<file path="src/rtl/pu_issue_ctrl_if.sv">
// pu_issue_ctrl_if: host operand, processing-unit and result handshakes
// bundled for pu_issue_ctrl. master = environment, slave = controller.
interface pu_issue_ctrl_if;
  logic        in_valid;
  logic        in_ready;
  logic [15:0] in_a;
  logic [15:0] in_b;
  logic        pu_en;
  logic [15:0] pu_a;
  logic [15:0] pu_b;
  logic [15:0] pu_p;
  logic        pu_ready;
  logic        out_valid;
  logic        out_ready;
  logic [15:0] out_p;
  logic        err;

  modport master (
    output in_valid, in_a, in_b, pu_p, pu_ready, out_ready,
    input  in_ready, pu_en, pu_a, pu_b, out_valid, out_p, err
  );

  modport slave (
    input  in_valid, in_a, in_b, pu_p, pu_ready, out_ready,
    output in_ready, pu_en, pu_a, pu_b, out_valid, out_p, err
  );
endinterface

</file>
<file path="src/rtl/pu_issue_ctrl.sv">
// pu_issue_ctrl: buffers FP16 operand pairs in a small FIFO and issues them
// one at a time to a processing unit, returning each result over a
// valid/ready handshake. Operands and results pass through bit-exact.
// Optional macro TIMEOUT_EN: abort a WAIT that lasts TIMEOUT cycles, pulse
// err and return qNaN (16'h7E00) as the result.
module pu_issue_ctrl #(
  parameter int DEPTH   = 4,
  parameter int TIMEOUT = 64
) (
  input  logic            clk,
  input  logic            reset,
  pu_issue_ctrl_if.slave  bus
);
  localparam int AW = $clog2(DEPTH);
  localparam int CW = AW + 1;

  typedef enum logic [1:0] {IDLE, ISSUE, WAIT, HOLD} state_t;

  // reject configurations the pointer arithmetic cannot support
  if (DEPTH < 2 || (DEPTH & (DEPTH - 1)) != 0 || TIMEOUT < 1) begin : g_bad_cfg
    $error("pu_issue_ctrl: DEPTH must be a power of two >= 2, TIMEOUT >= 1");
  end

  state_t          state_q, state_d;
  logic [31:0]     mem_q [DEPTH];
  logic [AW-1:0]   wr_ptr_q, wr_ptr_d;
  logic [AW-1:0]   rd_ptr_q, rd_ptr_d;
  logic [CW-1:0]   cnt_q, cnt_d;
  logic [15:0]     pu_a_q, pu_a_d;
  logic [15:0]     pu_b_q, pu_b_d;
  logic [15:0]     out_p_q, out_p_d;
  logic            push, pop, empty, full;

`ifdef TIMEOUT_EN
  localparam int TW = $clog2(TIMEOUT + 1);
  logic [TW-1:0]   tmo_q, tmo_d;
  logic            tmo_hit;
`endif

  assign full          = (cnt_q == CW'(DEPTH));
  assign empty         = (cnt_q == '0);
  assign bus.in_ready  = !full;
  assign push          = bus.in_valid && !full;
  assign bus.pu_en     = (state_q == ISSUE) || (state_q == WAIT);
  assign bus.pu_a      = pu_a_q;
  assign bus.pu_b      = pu_b_q;
  assign bus.out_valid = (state_q == HOLD);
  assign bus.out_p     = out_p_q;
`ifdef TIMEOUT_EN
  assign bus.err       = tmo_hit;
`else
  assign bus.err       = 1'b0;
`endif

  // issue FSM: pops the FIFO head into the PU operand registers
  always_comb begin
    state_d = state_q;
    pu_a_d  = pu_a_q;
    pu_b_d  = pu_b_q;
    out_p_d = out_p_q;
    pop     = 1'b0;
`ifdef TIMEOUT_EN
    tmo_d   = '0;
    tmo_hit = 1'b0;
`endif
    unique case (state_q)
      IDLE: begin
        if (!empty) begin
          pop     = 1'b1;
          state_d = ISSUE;
        end
      end
      ISSUE: state_d = WAIT;
      WAIT: begin
        if (bus.pu_ready) begin
          out_p_d = bus.pu_p;
          state_d = HOLD;
        end
`ifdef TIMEOUT_EN
        else if (tmo_q == TW'(TIMEOUT - 1)) begin
          tmo_hit = 1'b1;
          out_p_d = 16'h7E00;
          state_d = HOLD;
        end else begin
          tmo_d = tmo_q + TW'(1);
        end
`endif
      end
      HOLD: begin
        if (bus.out_ready) begin
          if (!empty) begin
            pop     = 1'b1;
            state_d = ISSUE;
          end else begin
            state_d = IDLE;
          end
        end
      end
      default: state_d = IDLE;
    endcase
    if (pop) {pu_a_d, pu_b_d} = mem_q[rd_ptr_q];
  end

  // FIFO pointer and occupancy update; pointers wrap naturally at DEPTH
  always_comb begin
    wr_ptr_d = push ? wr_ptr_q + AW'(1) : wr_ptr_q;
    rd_ptr_d = pop  ? rd_ptr_q + AW'(1) : rd_ptr_q;
    unique case ({push, pop})
      2'b10:   cnt_d = cnt_q + CW'(1);
      2'b01:   cnt_d = cnt_q - CW'(1);
      default: cnt_d = cnt_q;
    endcase
  end

  // FIFO storage; contents are don't-care once the occupancy resets
  always_ff @(posedge clk) begin
    if (push) mem_q[wr_ptr_q] <= {bus.in_a, bus.in_b};
  end

  // state and control registers
  always_ff @(posedge clk) begin
    if (!reset) begin
      state_q  <= IDLE;
      wr_ptr_q <= '0;
      rd_ptr_q <= '0;
      cnt_q    <= '0;
      pu_a_q   <= '0;
      pu_b_q   <= '0;
      out_p_q  <= '0;
`ifdef TIMEOUT_EN
      tmo_q    <= '0;
`endif
    end else begin
      state_q  <= state_d;
      wr_ptr_q <= wr_ptr_d;
      rd_ptr_q <= rd_ptr_d;
      cnt_q    <= cnt_d;
      pu_a_q   <= pu_a_d;
      pu_b_q   <= pu_b_d;
      out_p_q  <= out_p_d;
`ifdef TIMEOUT_EN
      tmo_q    <= tmo_d;
`endif
    end
  end
endmodule

</file>
<file path="src/flat_wrapper.sv">
// flat-port wrapper written by rule: the top's interface ports become plain ports
module pu_issue_ctrl_flat 
#(
  parameter int DEPTH   = 4,
  parameter int TIMEOUT = 64
)
  (clk, reset, bus_in_valid, bus_in_a, bus_in_b, bus_pu_p, bus_pu_ready, bus_out_ready, bus_in_ready, bus_pu_en, bus_pu_a, bus_pu_b, bus_out_valid, bus_out_p, bus_err);
  pu_issue_ctrl_if bus_i ();
  input  logic clk;
  input  logic reset;
  input wire logic [$bits(bus_i.in_valid)-1:0] bus_in_valid;
  input wire logic [$bits(bus_i.in_a)-1:0] bus_in_a;
  input wire logic [$bits(bus_i.in_b)-1:0] bus_in_b;
  input wire logic [$bits(bus_i.pu_p)-1:0] bus_pu_p;
  input wire logic [$bits(bus_i.pu_ready)-1:0] bus_pu_ready;
  input wire logic [$bits(bus_i.out_ready)-1:0] bus_out_ready;
  output wire logic [$bits(bus_i.in_ready)-1:0] bus_in_ready;
  output wire logic [$bits(bus_i.pu_en)-1:0] bus_pu_en;
  output wire logic [$bits(bus_i.pu_a)-1:0] bus_pu_a;
  output wire logic [$bits(bus_i.pu_b)-1:0] bus_pu_b;
  output wire logic [$bits(bus_i.out_valid)-1:0] bus_out_valid;
  output wire logic [$bits(bus_i.out_p)-1:0] bus_out_p;
  output wire logic [$bits(bus_i.err)-1:0] bus_err;
  assign bus_i.in_valid = bus_in_valid;
  assign bus_i.in_a = bus_in_a;
  assign bus_i.in_b = bus_in_b;
  assign bus_i.pu_p = bus_pu_p;
  assign bus_i.pu_ready = bus_pu_ready;
  assign bus_i.out_ready = bus_out_ready;
  assign bus_in_ready = bus_i.in_ready;
  assign bus_pu_en = bus_i.pu_en;
  assign bus_pu_a = bus_i.pu_a;
  assign bus_pu_b = bus_i.pu_b;
  assign bus_out_valid = bus_i.out_valid;
  assign bus_out_p = bus_i.out_p;
  assign bus_err = bus_i.err;
  pu_issue_ctrl #(.DEPTH(DEPTH), .TIMEOUT(TIMEOUT)) u_core (.clk(clk), .reset(reset), .bus(bus_i));
endmodule
</file>
<file path="config.mk">
export PLATFORM = sky130hd
export DESIGN_NAME = pu_issue_ctrl_flat
export DESIGN_NICKNAME = d
export VERILOG_FILES = /design/src/rtl/pu_issue_ctrl_if.sv /design/src/rtl/pu_issue_ctrl.sv /design/src/flat_wrapper.sv
export SDC_FILE = /design/constraint.sdc
export NUM_CORES = 1
export LEC_CHECK = 0
export CAP_MARGIN = 40
export CORE_ASPECT_RATIO = 0.6
export CORE_MARGIN = 2
export CORE_UTILIZATION = 30
export CTS_BUF_LIST = sky130_fd_sc_hd__clkbuf_16
export CTS_CLUSTER_SIZE = 30
export DETAILED_ROUTE_END_ITERATION = 10
export GPL_TIMING_DRIVEN = 0
export HOLD_SLACK_MARGIN = 0.05
export SETUP_SLACK_MARGIN = 0.4
export SLEW_MARGIN = 10
export SYNTH_ARGS = -nofsm -noshare
export SYNTH_HDL_FRONTEND = slang
export SYNTH_SLANG_ARGS = --single-unit
export TNS_END_PERCENT = 5
</file>
<file path="constraint.sdc">
create_clock -name clk -period 3.1 [get_ports clk]
set_input_delay 0.465 -clock clk [delete_from_list [all_inputs] [get_ports clk]]
set_output_delay 0.465 -clock clk [all_outputs]
set_load 0.1 [all_outputs]
</file>
==> qor.csv <==
metric,value,unit
status,completed,
maxCapViolCount,0,
path_clk_slew,0.07,ns
ys_async_sr_fraction,0,%
num_vias,4259,
worst_pin_slew,0.712,ns
ys_types,33,
cp_max_fo,10,
place.gp.congestion,0.771,
nNetsFinal,690,
design_area,10100,um2
ant_nets,0,
placed_cell_area,9490,um2
slowest_delay,0.38,ns
worst_path_most_repeated_cell,or3_1,
ys.flop_type,edfxtp_1,
row_count,43,
switching_share,38.8,%
hold_path.class,flop to flop,
dr.pass1.iters,4,
post-route-drc-count,0,
power.switching,3760,uW
syn_area,7080,um2
max_freq,395,MHz
gr-total-overflow,0,
die-area,24900,um2
p_comb_share,45.3,%
yosysWarnings,0,
yosysSeqAreaShare,70.4,%
clock-sinks,185,
required,3.46,ns
syn_avg_cell_area,15.8,um2
finClkSkew,0.00643,ns
syn_inst,447,
grt_max_degree,18,
syn_to_final_growth,42.2,%
period_minus_slack,2.53,ns
setup_tns,0,ns
power_leakage,0.00341,uW
grt_antenna_before_repair,1,
crit_chain,nor3_2 -> or3_1 -> buf_6 -> clkinv_8 -> buf_8 -> ha_1 -> fa_1 -> xnor2_1 -> or3_1 -> a21boi_1,
routed_via_density,4.46,
synth.net_count,510,
cts_buffers,17,
fillCellCount,2030,
max-vdd-ir-drop,0.000690,V
core_area,23100,um2
relSlewSlack,52.5,%
hold_viol,0,
drt_iter0_drc,204,
grt_pass1_vias,4502,
finalPower,9680,uW
clkPwrFrac,21.0,%
crit_arrival,2.89,ns
cts-hold-fix-buffers,0,
intPower,5920,uW
setup_viol,0,
rsz0062_at_grt,no,
clockBufferDepth,2,
p_seq_share,33.6,%
cts-root-buf,clkbuf_16,
antennaDiodeCount,0,
initial_core_util,30.6,%
clock_latency,0.43,ns
timing.critical_path.max_delay_family,simple AND/OR/NAND/NOR gates,
dieHeight,123,um
die_x,202,um
avgRoutedWirePerCell,16.7,um
io_pins,105,
worst_setup_path_start_kind,flop,
port_buffers,103,
ctsHtreeMaxLevel,4,
post-route-period-util,81.7,%
worstSetupPathType,flop to flop,
layout-drive-gt1-share,24.7,%
tritoncts,yes,
critPathBufInv,3,
drt-total-wl,15900,um
synth-edff-count,128,
critPathCaptureType,flop,
drv_slew,0,
grt_pass1_wl,24700,um
slowest_stage,fa_1,
power.density,962,nW/um2
grt_usage,13.3,%
ys_ff_latch,185,
dp_hpwl,11400,um
==> power groups by stage <==
stage | registers [uW] | clock network, uW | logic (uW)
final | 3260 | 2040 | 4390
after global routing | 3290 | 2200 | 4620
after CTS | 3250 | 2080 | 4400
after detailed placement | 3310 | 0 | 4390
after global placement | 3290 | 0 | 3520
after floorplan | 4570 | 0 | 1400
==> worst reg2reg max path, stage by stage, from the launching register on <==
cell and delay, ns:
dfxtp_1 0.37, nor3_2 0.30, or3_1 0.19, buf_6 0.15, clkinv_8 0.08, buf_8 0.15
ha_1 0.24, fa_1 0.38, xnor2_1 0.15, or3_1 0.30, a21boi_1 0.15
==> cells by family (layout without fill, tap and decap cells) <==
family,count (synthesis),in the layout,synth area share [%]
fa+ha+maj,10,10,1.87
buf+inv,34,227,2.92
mux,35,35,10.6
xor+xnor,4,4,0.495
compound gates,56,56,6.45
other cells,1,1,0.0530
flops,185,185,70.4
simple gates,122,122,7.19
==> through the flow <==
step / utilization, % / worst slack (ns) / hold slack, ns / instances
2_1_floorplan: - / 0.458 / 0.468 / 447
3_3_place_gp: 36.8 / 0.229 / 0.445 / 865
3_5_place_dp: 41.0 / 0.211 / 0.448 / 920
4_1_cts: 43.4 / 0.447 / 0.458 / 952
5_1_grt: 43.5 / 0.407 / 0.471 / 955
6_report: 43.5 / 0.566 / 0.453 / 955
==> worst paths after layout <==
check / slack, ns / end / startpoint / depth (start not counted)
min reg2reg: 0.45 / u_core.bus.pu_b[10] / u_core.bus.pu_b[10] / 2
max reg2reg: 0.57 / u_core.cnt_q[2] / u_core.cnt_q[0] / 10
min: 0.45 / u_core.bus.pu_b[10] / u_core.bus.pu_b[10] / 2
max: 0.57 / u_core.cnt_q[2] / u_core.cnt_q[0] / 10
==> per-layer routing <==
| metal | global-route usage (%) | vias to the layer above | part of all wire [%] |
|---|---|---|---|
| met5 | 0 | - | 0 |
| met4 | 3.01 | 0 | 0.70 |
| met3 | 3.98 | 11 | 6.3 |
| met2 | 21.5 | 129 | 46 |
| met1 | 17.9 | 2124 | 47 |
| li1 | - | 1995 | - |
==> layout make-up <==
type                       instances  area (um2)  area share, %
clock buffer                      17         425           4.23
clock inverter                    15         128           1.27
buffer                            24         156           1.55
sequential                       185        4990           49.5
inverter                          10        50.0          0.497
multi-input combinational        228        1910           19.0
tap                              315         394           3.92
timing repair buffer             161        2020           20.0
==> Yosys cell counts, drive strengths merged (2+ instances only) <==
cell type,n,area (um2)
a21boi,50,417
and2,4,25.0
and3,4,25.0
buf,15,123
clkbuf,9,33.8
dfxtp,57,1140
edfxtp,128,3840
ha,9,113
inv,9,33.8
mux2i,3,30.0
mux4,32,721
nand2,102,383
nor2b,3,18.8
nor3,3,20.0
o21ai,2,10.0
or3,3,18.8
xnor2,4,35.0
==> registers in the layout, summed over array words and instances, names as in the netlist <==
name              flops
u_core.state_q        2
u_core.bus.out_p     16
u_core.bus.pu_b      16
u_core.mem_q        128
u_core.cnt_q          3
u_core.bus.pu_a      16
u_core.wr_ptr_q       2
u_core.rd_ptr_q       2
==> cells in the final DEF (no fill, tap or decap), types with 2 or more instances in the layout <==
cell type and instances:
a21boi_0 19, a21boi_1 20, a21boi_2 11, and2_1 4, and3_2 4, buf_16 11
buf_2 5, buf_4 9, buf_6 2, buf_8 46, clkbuf_1 9, clkbuf_16 17
clkdlybuf4s50_1 103, clkinv_2 3, clkinv_4 3, clkinvlp_4 3, dfxtp_1 55, dfxtp_2 2
edfxtp_1 128, ha_1 7, inv_1 9, inv_6 3, mux2i_1 3, mux4_2 32
nand2_1 102, nor2b_1 3, nor3_1 2, o21ai_0 2, or3_1 3, xnor2_1 4
==> what timing repair did <==
| action | CTS | global route |
|---|---|---|
| endpoints found under the setup margin | 0 | 1 |
| resized for setup | 0 | 4 |
| buffers inserted | 0 | 3 |
Note: power is estimated with default switching activity, not from simulation.
